### config.mk
export PLATFORM = sky130hd
export DESIGN_NAME = mem_arb_rr
export DESIGN_NICKNAME = d
export VERILOG_FILES = /design/src/rtl/mem_arb_pkg.sv /design/src/rtl/mem_arb_owner_fifo.sv /design/src/rtl/mem_arb_rr.sv
export SDC_FILE = /design/constraint.sdc
export NUM_CORES = 1
export LEC_CHECK = 0
export ABC_AREA = 1
export BUFFER_PORTS_ARGS = -buffer_cell sky130_fd_sc_hd__buf_2
export CORE_AREA = 2 2 139 141
export DETAILED_ROUTE_END_ITERATION = 10
export DIE_AREA = 0 0 141 143
export PLACE_DENSITY = 0.69
export REMOVE_ABC_BUFFERS = 1
export SLEW_MARGIN = 20
export SYNTH_ARGS = -nofsm -noshare
export SYNTH_HDL_FRONTEND = slang
export SYNTH_SLANG_ARGS = --single-unit
### constraint.sdc
create_clock -name clk -period 3.65 [get_ports clk]
set_input_delay 0.365 -clock clk [delete_from_list [all_inputs] [get_ports clk]]
set_output_delay 0.365 -clock clk [all_outputs]
set_load 0.02 [all_outputs]
### src/rtl/mem_arb_pkg.sv
// Shared types and defaults for the round-robin memory arbiter and its owner-ID FIFO.
// Used by mem_arb_rr and mem_arb_owner_fifo.
package mem_arb_pkg;

  localparam int DEF_XLEN      = 32;
  localparam int DEF_NUM_PORTS = 3;
  localparam int DEF_MAX_OUTST = 4;

  typedef enum logic {
    IDLE  = 1'b0,
    ISSUE = 1'b1
  } arb_state_e;

  // Owner IDs need at least one bit even for a degenerate single-port build.
  function automatic int owner_id_w(input int num_ports);
    return (num_ports > 1) ? $clog2(num_ports) : 1;
  endfunction

endpackage

### src/rtl/mem_arb_owner_fifo.sv
// Owner-ID FIFO: remembers which port issued each in-flight memory transaction.
// A push while full is honoured only when a pop happens in the same cycle.
module mem_arb_owner_fifo #(
  parameter int WIDTH = 2,
  parameter int DEPTH = 4
) (
  input  logic                   clk,
  input  logic                   rst_n,
  input  logic                   push,
  input  logic                   pop,
  input  logic [WIDTH-1:0]       din,
  output logic                   full,
  output logic                   empty,
  output logic [WIDTH-1:0]       head,
  output logic [$clog2(DEPTH):0] count
);

  localparam int AW = $clog2(DEPTH);

  logic [WIDTH-1:0] mem_q [DEPTH];
  logic [AW-1:0]    wr_ptr_q, wr_ptr_d;
  logic [AW-1:0]    rd_ptr_q, rd_ptr_d;
  logic [AW:0]      count_q, count_d;
  logic             do_push, do_pop;

  assign empty   = (count_q == '0);
  assign full    = (count_q == (AW+1)'(DEPTH));
  assign do_pop  = pop && !empty;
  assign do_push = push && (!full || do_pop);
  assign head    = mem_q[rd_ptr_q];
  assign count   = count_q;

  // DEPTH is a power of two, so the pointers wrap naturally.
  always_comb begin
    wr_ptr_d = wr_ptr_q;
    rd_ptr_d = rd_ptr_q;
    count_d  = count_q;
    if (do_push) wr_ptr_d = wr_ptr_q + 1'b1;
    if (do_pop)  rd_ptr_d = rd_ptr_q + 1'b1;
    case ({do_push, do_pop})
      2'b10:   count_d = count_q + 1'b1;
      2'b01:   count_d = count_q - 1'b1;
      default: count_d = count_q;
    endcase
  end

  always_ff @(posedge clk or negedge rst_n) begin
    if (!rst_n) begin
      wr_ptr_q <= '0;
      rd_ptr_q <= '0;
      count_q  <= '0;
    end else begin
      wr_ptr_q <= wr_ptr_d;
      rd_ptr_q <= rd_ptr_d;
      count_q  <= count_d;
    end
  end

  always_ff @(posedge clk) begin
    if (do_push) mem_q[wr_ptr_q] <= din;
  end

endmodule

### src/rtl/mem_arb_rr.sv
// N-port arbiter onto one memory port: registered request issue, in-order response routing.
// Define MEM_ARB_FIXED_PRIO_EN to replace round-robin with fixed priority (port 0 highest).
module mem_arb_rr
  import mem_arb_pkg::*;
#(
  parameter int XLEN      = DEF_XLEN,
  parameter int NUM_PORTS = DEF_NUM_PORTS,
  parameter int MAX_OUTST = DEF_MAX_OUTST
) (
  input  logic                          clk,
  input  logic                          rst_n,
  input  logic [NUM_PORTS-1:0]          s_valid,
  output logic [NUM_PORTS-1:0]          s_ready,
  input  logic [NUM_PORTS-1:0]          s_we,
  input  logic [NUM_PORTS*XLEN-1:0]     s_addr,
  input  logic [NUM_PORTS*XLEN-1:0]     s_wdata,
  input  logic [NUM_PORTS*(XLEN/8)-1:0] s_wstrb,
  output logic [NUM_PORTS-1:0]          s_rsp_valid,
  output logic [XLEN-1:0]               s_rsp_rdata,
  output logic                          m_valid,
  input  logic                          m_ready,
  output logic                          m_we,
  output logic [XLEN-1:0]               m_addr,
  output logic [XLEN-1:0]               m_wdata,
  output logic [XLEN/8-1:0]             m_wstrb,
  input  logic                          m_rsp_valid,
  input  logic [XLEN-1:0]               m_rsp_rdata,
  output logic                          rsp_err
);

  localparam int IDW = owner_id_w(NUM_PORTS);
  localparam int CW  = $clog2(MAX_OUTST) + 1;
  localparam int SW  = XLEN / 8;

  arb_state_e           state_q, state_d;
  logic [IDW-1:0]       owner_q, owner_d;
  logic                 m_we_q, m_we_d;
  logic [XLEN-1:0]      m_addr_q, m_addr_d;
  logic [XLEN-1:0]      m_wdata_q, m_wdata_d;
  logic [SW-1:0]        m_wstrb_q, m_wstrb_d;
  logic [NUM_PORTS-1:0] s_rsp_valid_q, s_rsp_valid_d;
  logic [XLEN-1:0]      s_rsp_rdata_q, s_rsp_rdata_d;
  logic                 rsp_err_q, rsp_err_d;

  logic                 fifo_push, fifo_pop, fifo_full, fifo_empty;
  logic [IDW-1:0]       fifo_head;
  logic [CW-1:0]        fifo_count;
  logic [CW:0]          cnt_post;
  logic                 room, grant_en, accept;
  logic                 win_found;
  logic [IDW-1:0]       win_idx;
  logic                 sel_we;
  logic [XLEN-1:0]      sel_addr, sel_wdata;
  logic [SW-1:0]        sel_wstrb;

`ifndef MEM_ARB_FIXED_PRIO_EN
  logic [IDW-1:0]       rr_ptr_q, rr_ptr_d;
`endif

  assign fifo_push = (state_q == ISSUE) && m_ready;
  assign fifo_pop  = m_rsp_valid && !fifo_empty;

  // In ISSUE the room check sees the count as it will be after this cycle's push/pop,
  // which is what lets a new request be granted in the same cycle as the handshake.
  assign cnt_post = {1'b0, fifo_count} + {{CW{1'b0}}, fifo_push} - {{CW{1'b0}}, fifo_pop};
  assign room     = (state_q == IDLE) ? !fifo_full : (cnt_post < (CW+1)'(MAX_OUTST));
  assign grant_en = rst_n && ((state_q == IDLE) || m_ready);
  assign accept   = grant_en && win_found && room;

`ifdef MEM_ARB_FIXED_PRIO_EN
  always_comb begin
    win_found = 1'b0;
    win_idx   = '0;
    for (int i = NUM_PORTS - 1; i >= 0; i--) begin
      if (s_valid[i]) begin
        win_found = 1'b1;
        win_idx   = IDW'(i);
      end
    end
  end
`else
  always_comb begin : p_rr_winner
    logic [IDW:0] cand;
    win_found = 1'b0;
    win_idx   = '0;
    for (int k = 0; k < NUM_PORTS; k++) begin
      cand = {1'b0, rr_ptr_q} + (IDW+1)'(k);
      if (cand >= (IDW+1)'(NUM_PORTS)) cand = cand - (IDW+1)'(NUM_PORTS);
      if (!win_found && s_valid[cand[IDW-1:0]]) begin
        win_found = 1'b1;
        win_idx   = cand[IDW-1:0];
      end
    end
  end
`endif

  always_comb begin
    sel_we    = 1'b0;
    sel_addr  = '0;
    sel_wdata = '0;
    sel_wstrb = '0;
    for (int i = 0; i < NUM_PORTS; i++) begin
      if (win_idx == IDW'(i)) begin
        sel_we    = s_we[i];
        sel_addr  = s_addr[i*XLEN +: XLEN];
        sel_wdata = s_wdata[i*XLEN +: XLEN];
        sel_wstrb = s_wstrb[i*SW +: SW];
      end
    end
  end

  always_comb begin
    state_d   = state_q;
    owner_d   = owner_q;
    m_we_d    = m_we_q;
    m_addr_d  = m_addr_q;
    m_wdata_d = m_wdata_q;
    m_wstrb_d = m_wstrb_q;
    s_ready   = '0;
`ifndef MEM_ARB_FIXED_PRIO_EN
    rr_ptr_d  = rr_ptr_q;
`endif
    if (accept) begin
      s_ready[win_idx] = 1'b1;
      state_d          = ISSUE;
      owner_d          = win_idx;
      m_we_d           = sel_we;
      m_addr_d         = sel_addr;
      m_wdata_d        = sel_wdata;
      m_wstrb_d        = sel_wstrb;
`ifndef MEM_ARB_FIXED_PRIO_EN
      rr_ptr_d = (win_idx == IDW'(NUM_PORTS - 1)) ? '0 : win_idx + 1'b1;
`endif
    end else if ((state_q == ISSUE) && m_ready) begin
      state_d = IDLE;
    end
  end

  // Responses come back in issue order; a response with nothing outstanding is dropped.
  always_comb begin
    s_rsp_valid_d = '0;
    s_rsp_rdata_d = s_rsp_rdata_q;
    rsp_err_d     = rsp_err_q;
    if (m_rsp_valid) begin
      if (fifo_empty) begin
        rsp_err_d = 1'b1;
      end else begin
        s_rsp_valid_d[fifo_head] = 1'b1;
        s_rsp_rdata_d            = m_rsp_rdata;
      end
    end
  end

  always_ff @(posedge clk or negedge rst_n) begin
    if (!rst_n) begin
      state_q       <= IDLE;
      owner_q       <= '0;
      m_we_q        <= 1'b0;
      m_addr_q      <= '0;
      m_wdata_q     <= '0;
      m_wstrb_q     <= '0;
      s_rsp_valid_q <= '0;
      s_rsp_rdata_q <= '0;
      rsp_err_q     <= 1'b0;
`ifndef MEM_ARB_FIXED_PRIO_EN
      rr_ptr_q      <= '0;
`endif
    end else begin
      state_q       <= state_d;
      owner_q       <= owner_d;
      m_we_q        <= m_we_d;
      m_addr_q      <= m_addr_d;
      m_wdata_q     <= m_wdata_d;
      m_wstrb_q     <= m_wstrb_d;
      s_rsp_valid_q <= s_rsp_valid_d;
      s_rsp_rdata_q <= s_rsp_rdata_d;
      rsp_err_q     <= rsp_err_d;
`ifndef MEM_ARB_FIXED_PRIO_EN
      rr_ptr_q      <= rr_ptr_d;
`endif
    end
  end

  mem_arb_owner_fifo #(
    .WIDTH (IDW),
    .DEPTH (MAX_OUTST)
  ) u_owner_fifo (
    .clk   (clk),
    .rst_n (rst_n),
    .push  (fifo_push),
    .pop   (fifo_pop),
    .din   (owner_q),
    .full  (fifo_full),
    .empty (fifo_empty),
    .head  (fifo_head),
    .count (fifo_count)
  );

  assign m_valid     = (state_q == ISSUE);
  assign m_we        = m_we_q;
  assign m_addr      = m_addr_q;
  assign m_wdata     = m_wdata_q;
  assign m_wstrb     = m_wstrb_q;
  assign s_rsp_valid = s_rsp_valid_q;
  assign s_rsp_rdata = s_rsp_rdata_q;
  assign rsp_err     = rsp_err_q;

endmodule

# Word-level counts from Yosys, hierarchy flattened
# Memory sizes are Yosys's and may differ from the RTL's.
# Cells that the tools add are included.
# totals
n_memories	1
input_bits	246
latchBits	0
ramBits	8
mem_bits_ro	0
reg_bits	117
# classes
mux	41
shift	0
div	0
eq_ne	5
n_addsub	12
n_reduce_logical	23
magnitude_cmp	11
n_mul	0
n_bitwise	2
# mem_list
name	depth	word_bits	read_ports	rd_ports_with_merged_regs	write_ports	line	text
u_owner_fifo.mem_q	4	2	1	0	1	mem_arb_owner_fifo.sv:20	logic [WIDTH-1:0] mem_q [DEPTH];
# op_table
cell	n
$mux W32	6
$mux W1	16
$lt A2 B3 Y1 const B	5
$mux W2	7
$mux W4	3
$logic_and A1 B1 Y1	11
$mux W3	3
$add A2 B1 Y2 const B	3
$bmux W1 S2	3
$ge A3 B2 Y1 const B	2
$pmux W3 S2	1
$sub A2 B2 Y2 const B	3
$add A3 B1 Y4	1
$demux W1 S2	2
$eq A2 B1 Y1 const B	2
$eq A2 B2 Y1 const B	2
$ge A2 B1 Y1 const B	2
$logic_not A1 Y1	4
$lt A4 B3 Y1 const B	1
$reduce_and A2 Y1	2
$reduce_bool A2 Y1	2
$sub A4 B1 Y4	1
$add A2 B1 Y3 const B	1
$add A2 B2 Y3 const B	1
other kinds (8)	10

# Depth between registers and ports, before layout
# logic_depth
ltp_word	16
mapped_depth	17
depth_no_buf	15

# By module
# A second synthesis with hierarchy kept.
# hier_totals
hier_cells	1027
hier_area_um2	7043.0
# by_module_without_submodules
module	n_inst	area_each_um2	cells_per_inst
mem_arb_rr	1	6268.5	943
mem_arb_owner_fifo	1	774.5	84

# Least setup slack after synthesis
# No wires, ideal clock.
# synth_path
kind	register to output
start	reg u_owner_fifo.count_q[1], in the netlist u_owner_fifo.count[1]
end	out s_ready[1]
path_buffers	2
required_ps	3285
arrival_time_ps	2495
path_slack_ps	790
path_stages_with_launch	15
cell_sequence	dfrtp_1 nor3_1 nor2_1 clkbuf_1 ha_1 inv_1 ha_1 nand2_1 nand2_1 nand2_1 nand3_1 a21oi_4 buf_2 nand2_1 inv_1
# synth_between
elab_chain_len	8
# synth_rtl
item	line	text
start: declaration	mem_arb_owner_fifo.sv:23	logic [AW:0] count_q, count_d;
start signal: assignment	mem_arb_owner_fifo.sv:55	count_q <= count_d;
$logic_not A3 Y1	mem_arb_owner_fifo.sv:26	assign empty = (count_q == '0);
$logic_not A1 Y1	mem_arb_rr.sv:61	assign fifo_pop = m_rsp_valid && !fifo_empty;
$logic_and A1 B1 Y1	mem_arb_rr.sv:61	
net fifo_pop	mem_arb_rr.sv:45	logic fifo_push, fifo_pop, fifo_full, fifo_empty;
$sub A4 B1 Y4	mem_arb_rr.sv:65	assign cnt_post = {1'b0, fifo_count} + {{CW{1'b0}}, fifo_push} - {{CW{1'b0}}, fifo_pop};
$lt A4 B3 Y1	mem_arb_rr.sv:66	assign room = (state_q == IDLE) ? !fifo_full : (cnt_post < (CW+1)'(MAX_OUTST));
$mux W1	mem_arb_rr.sv:66	
$logic_and A1 B1 Y1	mem_arb_rr.sv:68	assign accept = grant_en && win_found && room;
$mux W3	mem_arb_rr.sv:123	if (accept) begin
end: declaration	mem_arb_rr.sv:13	output logic [NUM_PORTS-1:0] s_ready,
# The timed path passes the listed nets, and every way through them passes these cells.

# Final worst setup path
# layout_path
start	reg rr_ptr_q[0]
end	out s_ready[1]
# layout_between
elab_chain_len	16
# layout_rtl
item	line	text
start: declaration	mem_arb_rr.sv:57	logic [IDW-1:0] rr_ptr_q, rr_ptr_d;
start signal: assignment	mem_arb_rr.sv:179	rr_ptr_q <= rr_ptr_d;
branches (longest 15 deep; another with $add A2 B1 Y3)	--	
$mux W3 (*)	mem_arb_rr.sv:123	
# Every way passes the cells marked *. The select of a mux whose other input is x is not followed.

==> results.md <==
- Area of the multi-input gates: 3330 sq um
- Core area: 18600 sq um
- Part of the power in the clock network: 18.9%
- Post-CTS resize count: 0
- CP Max Fanout: 27
- Total Wirelength: 21600 microns
- Largest net degree at the start of global routing: 62
- CTS tree: done
- RSZ-0062 raised after global routing: no
- Sw Share: 48.5%
- Status: complete, no violations
- Kind of critical path: flop to output port
- DR WL/cell: 13.2 microns
- # hold bufs at CTS: 0
- Initial antenna violation count: 2
- Antenna-violating nets left: 0
- 1st-pass router iterations: 4
- Max-cap violations: 0
- Sequential element share of the synthesized area: 44.1%
- Actual slew at the worst max-slew pin: 903 ps
- Layout cell share with drive strength beyond 1: 29.4%
- Synth Flop Type: dfrtp_1
- Initial Utilization: 38.6%
- Fillers: 1838
- Site Rows: 50
- Vias after detailed routing: 7508
- Die footprint: 20200 sq um
- Post-DP Area: 9090 sq um
- CTS sink cnt: 125
- Sequential power share: 23.9%
- RePlAce Congestion: 0.893
- Relative slew slack: 39.7%
- Power Density: 1020 nW/um^2
- Syn-to-layout area delta: 35.8%
- Reg area: 3170 sq um
- Setup Viol. Count Final: 0
- Commonest non-fill, non-tap cells in the layout: nand2_1, buf_2, nor2_1
- Setup bufs post-CTS: 0
- Worst EP arrival: 2790 ps
- Avg Vias per Cell: 4.60
- DRC: 0
- H-tree levels: 4
- Dpl hpwl: 16100 microns
- Most common cell after layout, fill and taps aside: nand2_1
- Total CTS buffers: 17
- Dpl cells: 1597
- Final period utilization: 86.4%
- Final hold vios: 0
- IO Count: 355
- Port-buffer cells: 354
- Post-synth cell types: 29
- Hold Crit Class: primary input to async pin
- Iteration-0 DRC Markers: 381
- Final Critical Period: 3150 ps
- Worst skew pair latency: 420 ps
- Static leakage: 0.00586 uW
- Die H: 143 microns
- Clock Tree Buf Depth: 2
- Syn Inst Count: 1049
- Combinational Power Share: 57.2%
- Die W: 141 microns
- Int Power: 5090 uW
- Final cell count without fillers: 1631
- Synth async-reset ratio: 93.6%
- YS warnings: 0
- Final slew viol count: 0
- Post-synthesis cell area: 7180 sq um
- Net count of the finished layout: 1641
- Remaining Overflow, GRT: 0
- Vias in the first global route: 7175
- IR drop worst, VDD: 0.681 mV
- Post-Layout Inst Area: 9750 sq um
- First-pass GRT wire length: 34400 microns
- Startpoint Class: flop
- Crit path required time: 3280 ps
- Nature of the critical path endpoint: output port
- FMAX: 0.317 GHz
- Clock transition at path regs: 60 ps
- EDFF count, synth: 8
- Synth Register Bits: 125
- Sw Pwr: 4810 uW
- Worst Clk Skew: 13.1 ps
- Syn Area/Cell: 6.84 sq um
- GRT Util Overall: 21.4%
- Root buf cell: clkbuf_16
-- registers in the layout, indices dropped and copies added (netlist names) --
signal                 cells
m_wdata                   32
u_owner_fifo.wr_ptr_q      2
u_owner_fifo.count         3
m_we                       1
m_wstrb                    4
u_owner_fifo.mem_q         8
rsp_err                    1
owner_q                    2
u_owner_fifo.rd_ptr_q      2
m_valid                    1
s_rsp_valid                3
rr_ptr_q                   2
s_rsp_rdata               32
m_addr                    32
-- final timing paths --
kind                            cells past startpoint                     endpoint  slack (ps)                     from
worst min-delay path                                2       m_addr[10]$_DFFE_PN0P_         130                    rst_n
worst max-delay path                               14                   s_ready[1]         500  rr_ptr_q[0]$_DFFE_PN0P_
max in group asynchronous                           3  s_rsp_rdata[15]$_DFFE_PN0P_        2240                    rst_n
worst max register to register                     16       m_wdata[0]$_DFFE_PN0P_        1000  rr_ptr_q[0]$_DFFE_PN0P_
min in group clk                                    3   s_rsp_rdata[7]$_DFFE_PN0P_         150           m_rsp_rdata[7]
worst min register to register                      1          rsp_err$_DFFE_PN0P_         460      rsp_err$_DFFE_PN0P_
-- logic make-up after synthesis --
| kind of cell | share of synthesized area (%) |
|---|---|
| AO/OA/AOI/OAI | 4.31 |
| AND/OR/NAND/NOR | 38.7 |
| adder cells (fa/ha/maj) | 2.37 |
| buffers and inverters | 9.85 |
| flip-flops | 44.1 |
| XOR/XNOR | 0.610 |
-- synthesized netlist by cell type, drive strengths merged (4+ instances only) --
cell type / instances / area, sq um
a21oi: 5 / 36.3
buf: 46 / 264
clkbuf: 7 / 26.3
dfrtp: 117 / 2930
edfxtp: 8 / 240
ha: 12 / 150
inv: 110 / 413
nand2: 455 / 1710
nand3: 108 / 541
nor2: 133 / 517
o21ai: 6 / 30.0
o21bai: 27 / 203
xor2: 4 / 35.0
-- power by group through the flow --
stage | clock network, uW | logic, uW | registers, uW
global placement | 0 | 5630 | 2370
floorplan | 0 | 3280 | 2990
CTS | 1910 | 5730 | 2370
global route | 1970 | 6400 | 2440
finish | 1870 | 5660 | 2370
detailed placement | 0 | 5720 | 2380
-- worst max-delay path, stage by stage (launching register included) --
cell	delay [ps]
dfrtp_1	380
inv_1	80
ha_1	380
inv_2	110
nand2_1	50
nand3_1	60
nand2_1	90
inv_1	60
nand3_1	60
nand2_1	150
inv_1	70
nand2_2	440
nand2_1	190
inv_1	80
buf_2	160
-- cell type report --
type	count	share of cell area (%)
Antenna cell	2	0.0513
Multi-Input combinational cell	760	34.1
Tap cell	234	3.00
Sequential cell	125	32.5
Timing Repair Buffer	367	19.3
Clock buffer	18	4.62
Inverter	111	4.27
Clock inverter	14	2.09
-- stage by stage --
stage,utilization (%),total power (uW),setup WS [ps],hold slack [ps],TNS [ps]
2_1_floorplan,-,6270,-1670,69.4,-51700
4_1_cts,52.4,10000,457,126,0
5_1_grt,52.5,10800,207,133,0
3_3_place_gp,48.9,7990,983,444,0
6_report,52.5,9900,495,129,0
3_5_place_dp,48.9,8100,935,450,0
-- per-layer routing --
layer / wire, microns / track usage, % / vias to the layer above / part of all wire (%)
li1: - / - / 3853 / -
met5: 0 / 0 / - / 0
met3: 1260 / 4.86 / 27 / 5.8
met2: 10800 / 37.3 / 261 / 50
met1: 9130 / 25.9 / 3367 / 42
met4: 394 / 7.89 / 0 / 1.8
Note: power is estimated with default switching activity, not from simulation.
